--- src/rtl/cam_dual_window_capture.sv ---
// Camera pixel-stream capture: decodes vsync/href/d into x/y and writes a display
// window every frame and a calculation window on one frame out of FRAME_DIV.
module cam_dual_window_capture #(
    parameter int DW            = 3,
    parameter int BYTES_PER_PIX = 2,
    parameter int DISP_X0       = 270,
    parameter int DISP_Y0       = 190,
    parameter int DISP_W        = 100,
    parameter int DISP_H        = 100,
    parameter int DISP_AW       = 16,
    parameter int CALC_X0       = 318,
    parameter int CALC_Y0       = 238,
    parameter int CALC_W        = 79,
    parameter int CALC_H        = 16,
    parameter int CALC_AW       = 11,
    parameter int FRAME_DIV     = 30,
    parameter int PROBE_IDX     = 14
) (
    input  logic                 pclk,
    input  logic                 rst_n,
    input  logic                 vsync,
    input  logic                 href,
    input  logic [DW-1:0]        d,
    output logic [DW-1:0]        disp_data,
    output logic [DISP_AW-1:0]   disp_addr,
    output logic                 disp_wren,
    output logic [DW-1:0]        calc_data,
    output logic [CALC_AW-1:0]   calc_addr,
    output logic                 calc_wren,
    output logic                 calc_done,
    output logic [((FRAME_DIV > 1) ? $clog2(FRAME_DIV) : 1)-1:0] frame_cnt,
    output logic [DW-1:0]        probe
);

    localparam int FCW   = (FRAME_DIV > 1) ? $clog2(FRAME_DIV) : 1;
    localparam int PW    = (BYTES_PER_PIX > 1) ? $clog2(BYTES_PER_PIX) : 1;
    localparam int X_END = (DISP_X0 + DISP_W > CALC_X0 + CALC_W) ? DISP_X0 + DISP_W : CALC_X0 + CALC_W;
    localparam int Y_END = (DISP_Y0 + DISP_H > CALC_Y0 + CALC_H) ? DISP_Y0 + DISP_H : CALC_Y0 + CALC_H;
    // Counters saturate at all-ones, which is always beyond both windows.
    localparam int XW    = $clog2(X_END + 1);
    localparam int YW    = $clog2(Y_END + 1);

    localparam logic [XW-1:0]      DX_LO   = XW'(DISP_X0);
    localparam logic [XW-1:0]      DX_HI   = XW'(DISP_X0 + DISP_W - 1);
    localparam logic [YW-1:0]      DY_LO   = YW'(DISP_Y0);
    localparam logic [YW-1:0]      DY_HI   = YW'(DISP_Y0 + DISP_H - 1);
    localparam logic [XW-1:0]      CX_LO   = XW'(CALC_X0);
    localparam logic [XW-1:0]      CX_HI   = XW'(CALC_X0 + CALC_W - 1);
    localparam logic [YW-1:0]      CY_LO   = YW'(CALC_Y0);
    localparam logic [YW-1:0]      CY_HI   = YW'(CALC_Y0 + CALC_H - 1);
    localparam logic [DISP_AW:0]   DISP_NV = (DISP_AW + 1)'(DISP_W * DISP_H);
    localparam logic [CALC_AW:0]   CALC_NV = (CALC_AW + 1)'(CALC_W * CALC_H);
    localparam logic [CALC_AW:0]   CALC_LV = (CALC_AW + 1)'(CALC_W * CALC_H - 1);
    localparam logic [CALC_AW:0]   PROBE_V = (CALC_AW + 1)'(PROBE_IDX);
    localparam logic [PW-1:0]      PH_LAST = PW'(BYTES_PER_PIX - 1);
    localparam logic [FCW-1:0]     FC_LAST = FCW'(FRAME_DIV - 1);

    logic            vsync_q, href_q;
    logic [PW-1:0]   phase;
    logic [XW-1:0]   x;
    logic [YW-1:0]   y;
    // One extra bit so a pointer can sit at W*H even when W*H == 2**AW.
    logic [DISP_AW:0] dptr;
    logic [CALC_AW:0] cptr;
    logic            calc_last;

    logic frame_start, line_end, pix_stb, pick, disp_hit, calc_hit;

    assign frame_start = vsync & ~vsync_q;
    assign line_end    = href_q & ~href;
    assign pix_stb     = href & ~vsync & (phase == PH_LAST);
    assign pick        = (frame_cnt == FC_LAST);
    assign disp_hit    = pix_stb && (x >= DX_LO) && (x <= DX_HI) && (y >= DY_LO) && (y <= DY_HI);
    assign calc_hit    = pix_stb && (x >= CX_LO) && (x <= CX_HI) && (y >= CY_LO) && (y <= CY_HI);

    always_ff @(posedge pclk or negedge rst_n) begin
        if (!rst_n) begin
            vsync_q   <= 1'b0;
            href_q    <= 1'b0;
            phase     <= '0;
            x         <= '0;
            y         <= '0;
            frame_cnt <= '0;
        end else begin
            // NOTE: all state updates use <= so every branch sees the pre-edge values.
            vsync_q <= vsync;
            href_q  <= href;

            if (href && !vsync)
                phase <= (phase == PH_LAST) ? '0 : phase + PW'(1);
            else
                phase <= '0;

            if (vsync) begin
                x <= '0;
                y <= '0;
            end else if (pix_stb) begin
                if (x != '1) x <= x + XW'(1);
            end else if (line_end) begin
                x <= '0;
                if (x != '0 && y != '1) y <= y + YW'(1);
            end

            if (frame_start)
                frame_cnt <= (frame_cnt == FC_LAST) ? '0 : frame_cnt + FCW'(1);
        end
    end

    always_ff @(posedge pclk or negedge rst_n) begin
        if (!rst_n) begin
            dptr      <= '0;
            disp_addr <= '0;
            disp_data <= '0;
            disp_wren <= 1'b0;
        end else begin
            disp_wren <= 1'b0;
            if (frame_start || y > DY_HI) begin
                dptr <= '0;
            end else if (disp_hit && dptr != DISP_NV) begin
                disp_addr <= dptr[DISP_AW-1:0];
                disp_data <= d;
                disp_wren <= 1'b1;
                dptr      <= dptr + (DISP_AW + 1)'(1);
            end
        end
    end

    // Unpicked frames still walk cptr so the index/pixel relation is identical every frame.
    always_ff @(posedge pclk or negedge rst_n) begin
        if (!rst_n) begin
            cptr      <= '0;
            calc_addr <= '0;
            calc_data <= '0;
            calc_wren <= 1'b0;
            calc_last <= 1'b0;
            calc_done <= 1'b0;
            probe     <= '0;
        end else begin
            calc_wren <= 1'b0;
            calc_last <= 1'b0;
            calc_done <= calc_last;
            if (frame_start || y > CY_HI) begin
                cptr <= '0;
            end else if (calc_hit && cptr != CALC_NV) begin
                calc_addr <= cptr[CALC_AW-1:0];
                calc_data <= d;
                calc_wren <= pick;
                calc_last <= pick && (cptr == CALC_LV);
                if (pick && cptr == PROBE_V) probe <= d;
                cptr      <= cptr + (CALC_AW + 1)'(1);
            end
        end
    end

endmodule

--- config.mk ---
export PLATFORM = sky130hd
export DESIGN_NAME = cam_dual_window_capture
export DESIGN_NICKNAME = d
export VERILOG_FILES = /design/src/rtl/cam_dual_window_capture.sv
export SDC_FILE = /design/constraint.sdc
export NUM_CORES = 1
export LEC_CHECK = 0
export BUFFER_PORTS_ARGS = -buffer_cell sky130_fd_sc_hd__buf_2
export CAP_MARGIN = 10
export CORE_UTILIZATION = 39
export CTS_CLUSTER_DIAMETER = 150
export DETAILED_ROUTE_END_ITERATION = 8
export PLACE_DENSITY_LB_ADDON = 0.1
export SYNTH_ARGS = -nofsm -noshare
export SYNTH_HDL_FRONTEND = slang
export SYNTH_SLANG_ARGS = --single-unit
--- constraint.sdc ---
create_clock -name pclk -period 3.36 [get_ports pclk]
set_input_delay 1.008 -clock pclk [delete_from_list [all_inputs] [get_ports pclk]]
set_output_delay 1.008 -clock pclk [all_outputs]
set_load 0.1 [all_outputs]
==> out/results.ini, run 1 <==
[outcome]
status = finished, violations left
violations = DRC

[setup_path]
r2r_end = dptr[16]$_DFFE_PN0P_
worstReg2RegStart = x[0]$_DFFE_PN0P_
path_class = in -> reg
reg2reg_slack_ns = 0.64
endpoint_kind = flop
startpoint_type = input port
cp_max_fo = 9
critPathRequiredTime_ns = 3.63
crit_arrival_ns = 3.04
reg2reg_depth = 8

[power]
ir_drop_uv = 268
p_leak_nw = 2.59
powerDensity_nw_per_um2 = 473

[synth]
synthesis.nets = 455
synth_top_area_share_pct = 50.9
yosys-top-cells-area = dfrtp_1 (51%), mux2_2 (9.2%), ha_1 (4.3%)
synthTopCellsByCount = dfrtp_1 (95), nor2_1 (40), mux2_2 (38), nand2_1 (32), o21ai_0 (21)
seq_area_frac_synth_pct = 50.9
postSynth.asyncResetShare_pct = 100
synth.largest_area_cell = dfrtp_1
synth_warnings = 0
netlist_area_um2 = 4670
ys_ff_latch = 95
synthesis.instances = 432
syn_area_per_cell_um2 = 10.8
synth.distinct_cells = 51
synthFlopType = dfrtp_1
synth_most_common_cell = dfrtp_1
synth_edf_count = 0

[timing]
slew_headroom_pct = 59.1
period_needed_ns = 2.77
tns_ns = 0
tightest_slew_ns = 0.606
hold_ws_ns = 0.348
finalHoldViolCount = 0
fin_crit_sh_pct = 82.5
max_freq_mhz = 361
setup_viol = 0
drv_slew = 0
skew_ns = 0.00545
rsz0062_at_grt = no
final.setup.worst_slack_ns = 0.589

[clocking]
clk_pin_slew_worst_paths_ns = 0.06
clock-sinks = 95
clock_latency_ns = 0.35
cts_setup_buffers = 0
clk_path_buf_depth = 2
cts_made_buffers = 9
h-tree-depth = 3
cts_tree = done
root_buffer = clkbuf_16
post_cts_resize_count = 0
hold_buffers = 0

[die]
die_w_um = 111
num_io_pins = 51
core_um2 = 11600
start_util_pct = 40.4
fp.dieH_um = 111
num_rows = 39
die_area_um2 = 12400

[route]
dr.pass1.iters = 9
ant_nets = 0
drtIter0Drc = 143
routed_wl_um = 9500
via_per_inst = 5.37
wl_per_cell_um = 14.9
via_count = 3423
drc_errors = 4

[global_route]
antenna_found_initial = 0
grt_use_met1_pct = 22.0
grt_max_degree = 47
grt_pass1_vias = 3294
use_met3_pct = 4.41
grt_pass1_wl_um = 16400
grt_use_met2_pct = 26.8
gr-usage-all-layers_pct = 16.8
grt_busiest_layer = met2
grt_overflow = 0

[cells_and_area]
final_nets = 512
drive_above_1_share_pct = 24.7
area_growth_syn_to_layout_pct = 16.2
final_cell_area_um2 = 5430
antennaDiodeCount = 0

[place]
gp_congestion = 0.754
place_area_um2 = 5110
dp_hpwl_um = 6760
pre_cts_ws_ns = 0.200
portBuffers = 50

[hold_path]
holdCritStartpoint = calc_last$_DFF_PN0_
hold_class = reg -> reg
holdPathStages = 0
min_to = calc_done$_DFF_PN0_

[run]
maxCapViolCount = 0

==> kinds of logic (layout without fill, tap and decap cells) <==
logic type               after synthesis  count (layout)  synth area share, %
AND/OR/NAND/NOR                      167             167                 19.2
flip-flops                            95              95                 50.9
AO/OA/AOI/OAI                         59              59                 8.33
multiplexers                          40              40                 9.59
buffers and inverters                 29              91                 2.84
XOR/XNOR                              26              26                 4.88
adder cells (fa/ha/maj)               16              16                 4.29
==> how the worst max path moves through the flow <==
| stage | startpoint | to | slack, ns |
|---|---|---|---|
| 2_1_floorplan | vsync | dptr[16]$_DFFE_PN0P_ | 0.50 |
| 3_3_place_gp | vsync | dptr[16]$_DFFE_PN0P_ | 0.28 |
| 3_5_place_dp | vsync | dptr[16]$_DFFE_PN0P_ | 0.20 |
| 4_1_cts | vsync | dptr[16]$_DFFE_PN0P_ | 0.59 |
| 5_1_grt | y[1]$_DFFE_PN0P_ | dptr[15]$_DFFE_PN0P_ | 0.48 |
| 6_report | vsync | dptr[16]$_DFFE_PN0P_ | 0.59 |
==> cells in the final DEF, fill, tap and decap left out, types with 2 or more instances in the layout <==
cell        n
a211o_1     2
a211oi_1    3
a21oi_1    11
a31oi_1     5
and3_1      9
and4_1      4
buf_2      49
buf_4      10
bufinv_16   2
clkbuf_1    2
clkbuf_16   9
dfrtp_1    95
ha_1       16
inv_1      15
mux2_2     38
mux2i_1     2
nand2_1    32
nand2b_1    5
nand3_1    16
nand4_1    10
nor2_1     40
nor2b_1     2
nor3_1     13
nor4_1      9
o211ai_1    4
o21ai_0    21
o31ai_1     5
or3_1       9
or4_1       5
xnor2_1    16
xor2_1     10
==> metrics by stage <==
stage	total power, mW	utilization [%]	instances
finish	2.57	46.9	637
global route	2.68	46.9	637
CTS	2.61	46.9	637
detailed placement	1.50	44.2	621
global placement	1.50	44.2	621
floorplan	1.43	-	432
==> sequential cells by signal, summed over array words and instances, names as in the netlist, 5 cells and up <==
signal and count:
cptr 12, disp_addr 16, dptr 17, frame_cnt 5, calc_addr 11, y 9
x 9
==> area by class of cell <==
type                    count  area, µm²
fillers                  1093       6140
flip-flops and latches     95       2380
multi-input cells         308       2160
repair buffers             60        340
clock buffers              11        233
well taps                 143        179
clock inverters             5       81.3
inverters                  15       56.3
==> report_power, final <==
part | leakage (nW) | internal (mW) | switching, mW
Combinational | 1.13 | 0.0506 | 0.230
Sequential | 1.31 | 1.17 | 0.0321
Clock | 0.150 | 0.654 | 0.434
Total | 2.59 | 1.87 | 0.696
==> worst max-delay path: stages <==
cell      delay (ns)
buf_2           0.10
nand3b_4        0.16
a211o_1         0.28
a41o_2          0.29
or4_1           0.66
or3_1           0.39
a21oi_1         0.15
==> layer usage <==
metal | part of all wire, % | routed length (µm) | vias to the layer above
met5 | 0 | 0 | -
met4 | 1.6 | 151 | 0
met3 | 3.5 | 333 | 12
met2 | 46 | 4340 | 61
met1 | 49 | 4670 | 1684
li1 | - | - | 1666
(Power assumes the default switching activity.)
==> run 2, diff against run 1 <==
==> constraint.sdc (replaced) <==
create_clock -name pclk -period 2.4 [get_ports pclk]
set_input_delay 0.72 -clock pclk [delete_from_list [all_inputs] [get_ports pclk]]
set_output_delay 0.72 -clock pclk [all_outputs]
set_load 0.1 [all_outputs]
==> out/results.ini, run 2 (same netlist as run 1, synthesis figures left out) <==
[setup_path]
r2r_end = dptr[13]$_DFFE_PN0P_  ; was dptr[16]$_DFFE_PN0P_
cp_slowest_stage_delay_ns = 0.59  ; was 0.66 ns
crit_arrival_ns = 2.62  ; was 3.04 ns
cpMaxStageDelayCell = or4b_4  ; was or4_1
critPathRequiredTime_ns = 2.69  ; was 3.63 ns
cp_max_fo = 7  ; was 9
cp.buffers_inverters = 1  ; unchanged
endpoint_kind = flop  ; unchanged
critical_path.cell_chain = inv_2 > ha_4 > o211ai_4 > a211o_1 > a41o_4 > or4b_4 > or3_4 > a21oi_2  ; was buf_2 > nand3b_4 > a211o_1 > a41o_2 > or4_1 > or3_1 > a21oi_1
reg2reg_slack_ns = 0.07  ; was 0.64 ns
path_class = reg -> reg  ; was in -> reg
critPathTopFamily = simple AND/OR/NAND/NOR gates  ; unchanged
reg2reg_depth = 8  ; unchanged
worstReg2RegStart = x[0]$_DFFE_PN0P_  ; unchanged
startpoint_type = flop  ; was input port

[timing]
tns_ns = 0  ; unchanged
max_freq_mhz = 429
drv_slew = 0  ; unchanged
fin_crit_sh_pct = 97.1
skew_ns = 0.00694  ; was 0.00545 ns
finalHoldViolCount = 0  ; unchanged
setup_viol = 0  ; unchanged
tightest_slew_ns = 0.562  ; was 0.606 ns
final.setup.worst_slack_ns = 0.0700  ; was 0.589 ns
rsz0062_at_grt = yes  ; was no
slew_headroom_pct = 62.5  ; was 59.1%
period_needed_ns = 2.33

[clocking]
cts_made_buffers = 9  ; unchanged
clk_pin_slew_worst_paths_ns = 0.07  ; was 0.06 ns
hold_buffers = 0  ; unchanged
clk_path_buf_depth = 2  ; unchanged
root_buffer = clkbuf_16  ; unchanged
cts_tree = done  ; unchanged
clock-sinks = 95  ; unchanged
h-tree-depth = 3  ; unchanged
clock_latency_ns = 0.35  ; about the same

[die]
fp.dieH_um = 111  ; unchanged
num_rows = 39  ; unchanged
die_w_um = 111  ; unchanged
die_area_um2 = 12400  ; unchanged
start_util_pct = 40.4  ; unchanged
core_um2 = 11600  ; unchanged
num_io_pins = 51  ; unchanged

[cells_and_area]
regMostFlops = dptr  ; unchanged
most-common-layout-cells = dfrtp_1 (95), buf_4 (50), buf_2 (49)  ; was dfrtp_1 (95), buf_2 (49), nor2_1 (40)
mostFrequentLayoutCell = dfrtp_1  ; unchanged
fillers = 1065  ; was 1,093
final_cells = 680  ; was 637
fin_util_pct = 50.5  ; was 46.9%
regArea_um2 = 2380  ; unchanged
top_regs = dptr x17, disp_addr x16, cptr x12  ; unchanged
multi_input_area_um2 = 2240  ; was 2160 µm²
largest_reg_flops = 17  ; unchanged
drive_above_1_share_pct = 33.3  ; was 24.7%
final_nets = 555  ; was 512
antennaDiodeCount = 0  ; unchanged
area_growth_syn_to_layout_pct = 25.0  ; was 16.2%

[route]
ant_nets = 0  ; unchanged
drtIter0Drc = 176  ; was 143
wl_per_cell_um = 15.1  ; was 14.9 µm
dr.pass1.iters = 9  ; unchanged
via_per_inst = 5.30  ; was 5.37
drc_errors = 6  ; was 4
routed_wl_um = 10300  ; was 9500 µm
via_count = 3602  ; was 3,423

[power]
p_total_mw = 3.64  ; was 2.57 mW
ir_drop_uv = 352  ; was 268 µV
powerDensity_nw_per_um2 = 623  ; was 473 nW/µm²
p_leak_nw = 2.82  ; was 2.59 nW

[place]
gp_congestion = 0.808  ; was 0.754
dp.cells = 662  ; was 621
portBuffers = 50  ; unchanged
pre_cts_ws_ns = -0.294  ; was 0.200 ns
dp_hpwl_um = 7330  ; was 6760 µm

[outcome]
violations = DRC  ; unchanged
status = finished, violations left  ; unchanged

[hold_path]
hold_class = reg -> reg  ; unchanged
min_to = calc_done$_DFF_PN0_  ; unchanged
holdPathStages = 0  ; unchanged
holdCritStartpoint = calc_last$_DFF_PN0_  ; unchanged

[global_route]
grt_max_degree = 42  ; was 47
grt_overflow = 0  ; unchanged
grt_pass1_wl_um = 17900  ; was 16,400 µm
grt_pass1_vias = 3666  ; was 3,294
antenna_found_initial = 0  ; unchanged
gr-usage-all-layers_pct = 18.1  ; was 16.8%

[run]
maxCapViolCount = 0  ; unchanged

## run 2: stage by stage
| step | cell area, µm² | hold slack (ns) |
|---|---|---|
| 2_1_floorplan | 4680 | 0.331 |
| 3_3_place_gp | 5430 | 0.334 |
| 3_5_place_dp | 5430 | 0.336 |
| 4_1_cts | 5780 | 0.352 |
| 5_1_grt | 5840 | 0.360 |
| 6_report | 5840 | 0.348 |
## run 2: worst max-delay path by stage
stage                     depth (start not counted)              from  slack, ns              endpoint
after global routing                              8  x[0]$_DFFE_PN0P_      -0.02  dptr[15]$_DFFE_PN0P_
final                                             8  x[0]$_DFFE_PN0P_       0.07  dptr[13]$_DFFE_PN0P_
after detailed placement                          7             vsync      -0.29  dptr[13]$_DFFE_PN0P_
after global placement                            7             vsync      -0.25  dptr[11]$_DFFE_PN0P_
after CTS                                         8  x[1]$_DFFE_PN0P_      0.002  dptr[13]$_DFFE_PN0P_
after floorplan                                   7             vsync      -0.10  dptr[12]$_DFFE_PN0P_
## run 2: report_power, final
group          switching, mW  internal [mW]  leakage, nW
Sequential            0.0438           1.63         1.31
Combinational          0.330         0.0829         1.36
Clock                  0.626          0.920        0.147
Total                  0.999           2.64         2.82
## run 2: what timing repair did
action                     CTS  global route
cloned                       1             0
resized for setup            5            17
pin swaps                    6             7
setup buffers                1             0
setup endpoints to repair   10            24
## run 2: final cells by class
| type | count | share of cell area, % |
|---|---|---|
| timing repair buffer | 102 | 11.4 |
| tap | 143 | 3.07 |
| multi-input combinational | 309 | 38.3 |
| sequential | 95 | 40.7 |
| inverter | 15 | 0.965 |
| clock buffer | 10 | 3.92 |
| clock inverter | 6 | 1.61 |
## run 2: routing by layer
| metal | vias up | GRT usage [%] | wire length (µm) |
|---|---|---|---|
| met4 | 0 | 7.48 | 195 |
| met3 | 13 | 3.48 | 317 |
| met5 | - | 0 | 0 |
| met2 | 48 | 29.5 | 4760 |
| met1 | 1785 | 23.7 | 5020 |
| li1 | 1756 | - | - |
## run 2: worst reg2reg max path, delay by kind of cell (launching register included)
kind | cells | cell delay [ns]
flops | 1 | 0.39
simple gates | 2 | 0.94
fa+ha+maj | 1 | 0.14
buf+inv | 1 | 0.08
compound gates | 4 | 0.72
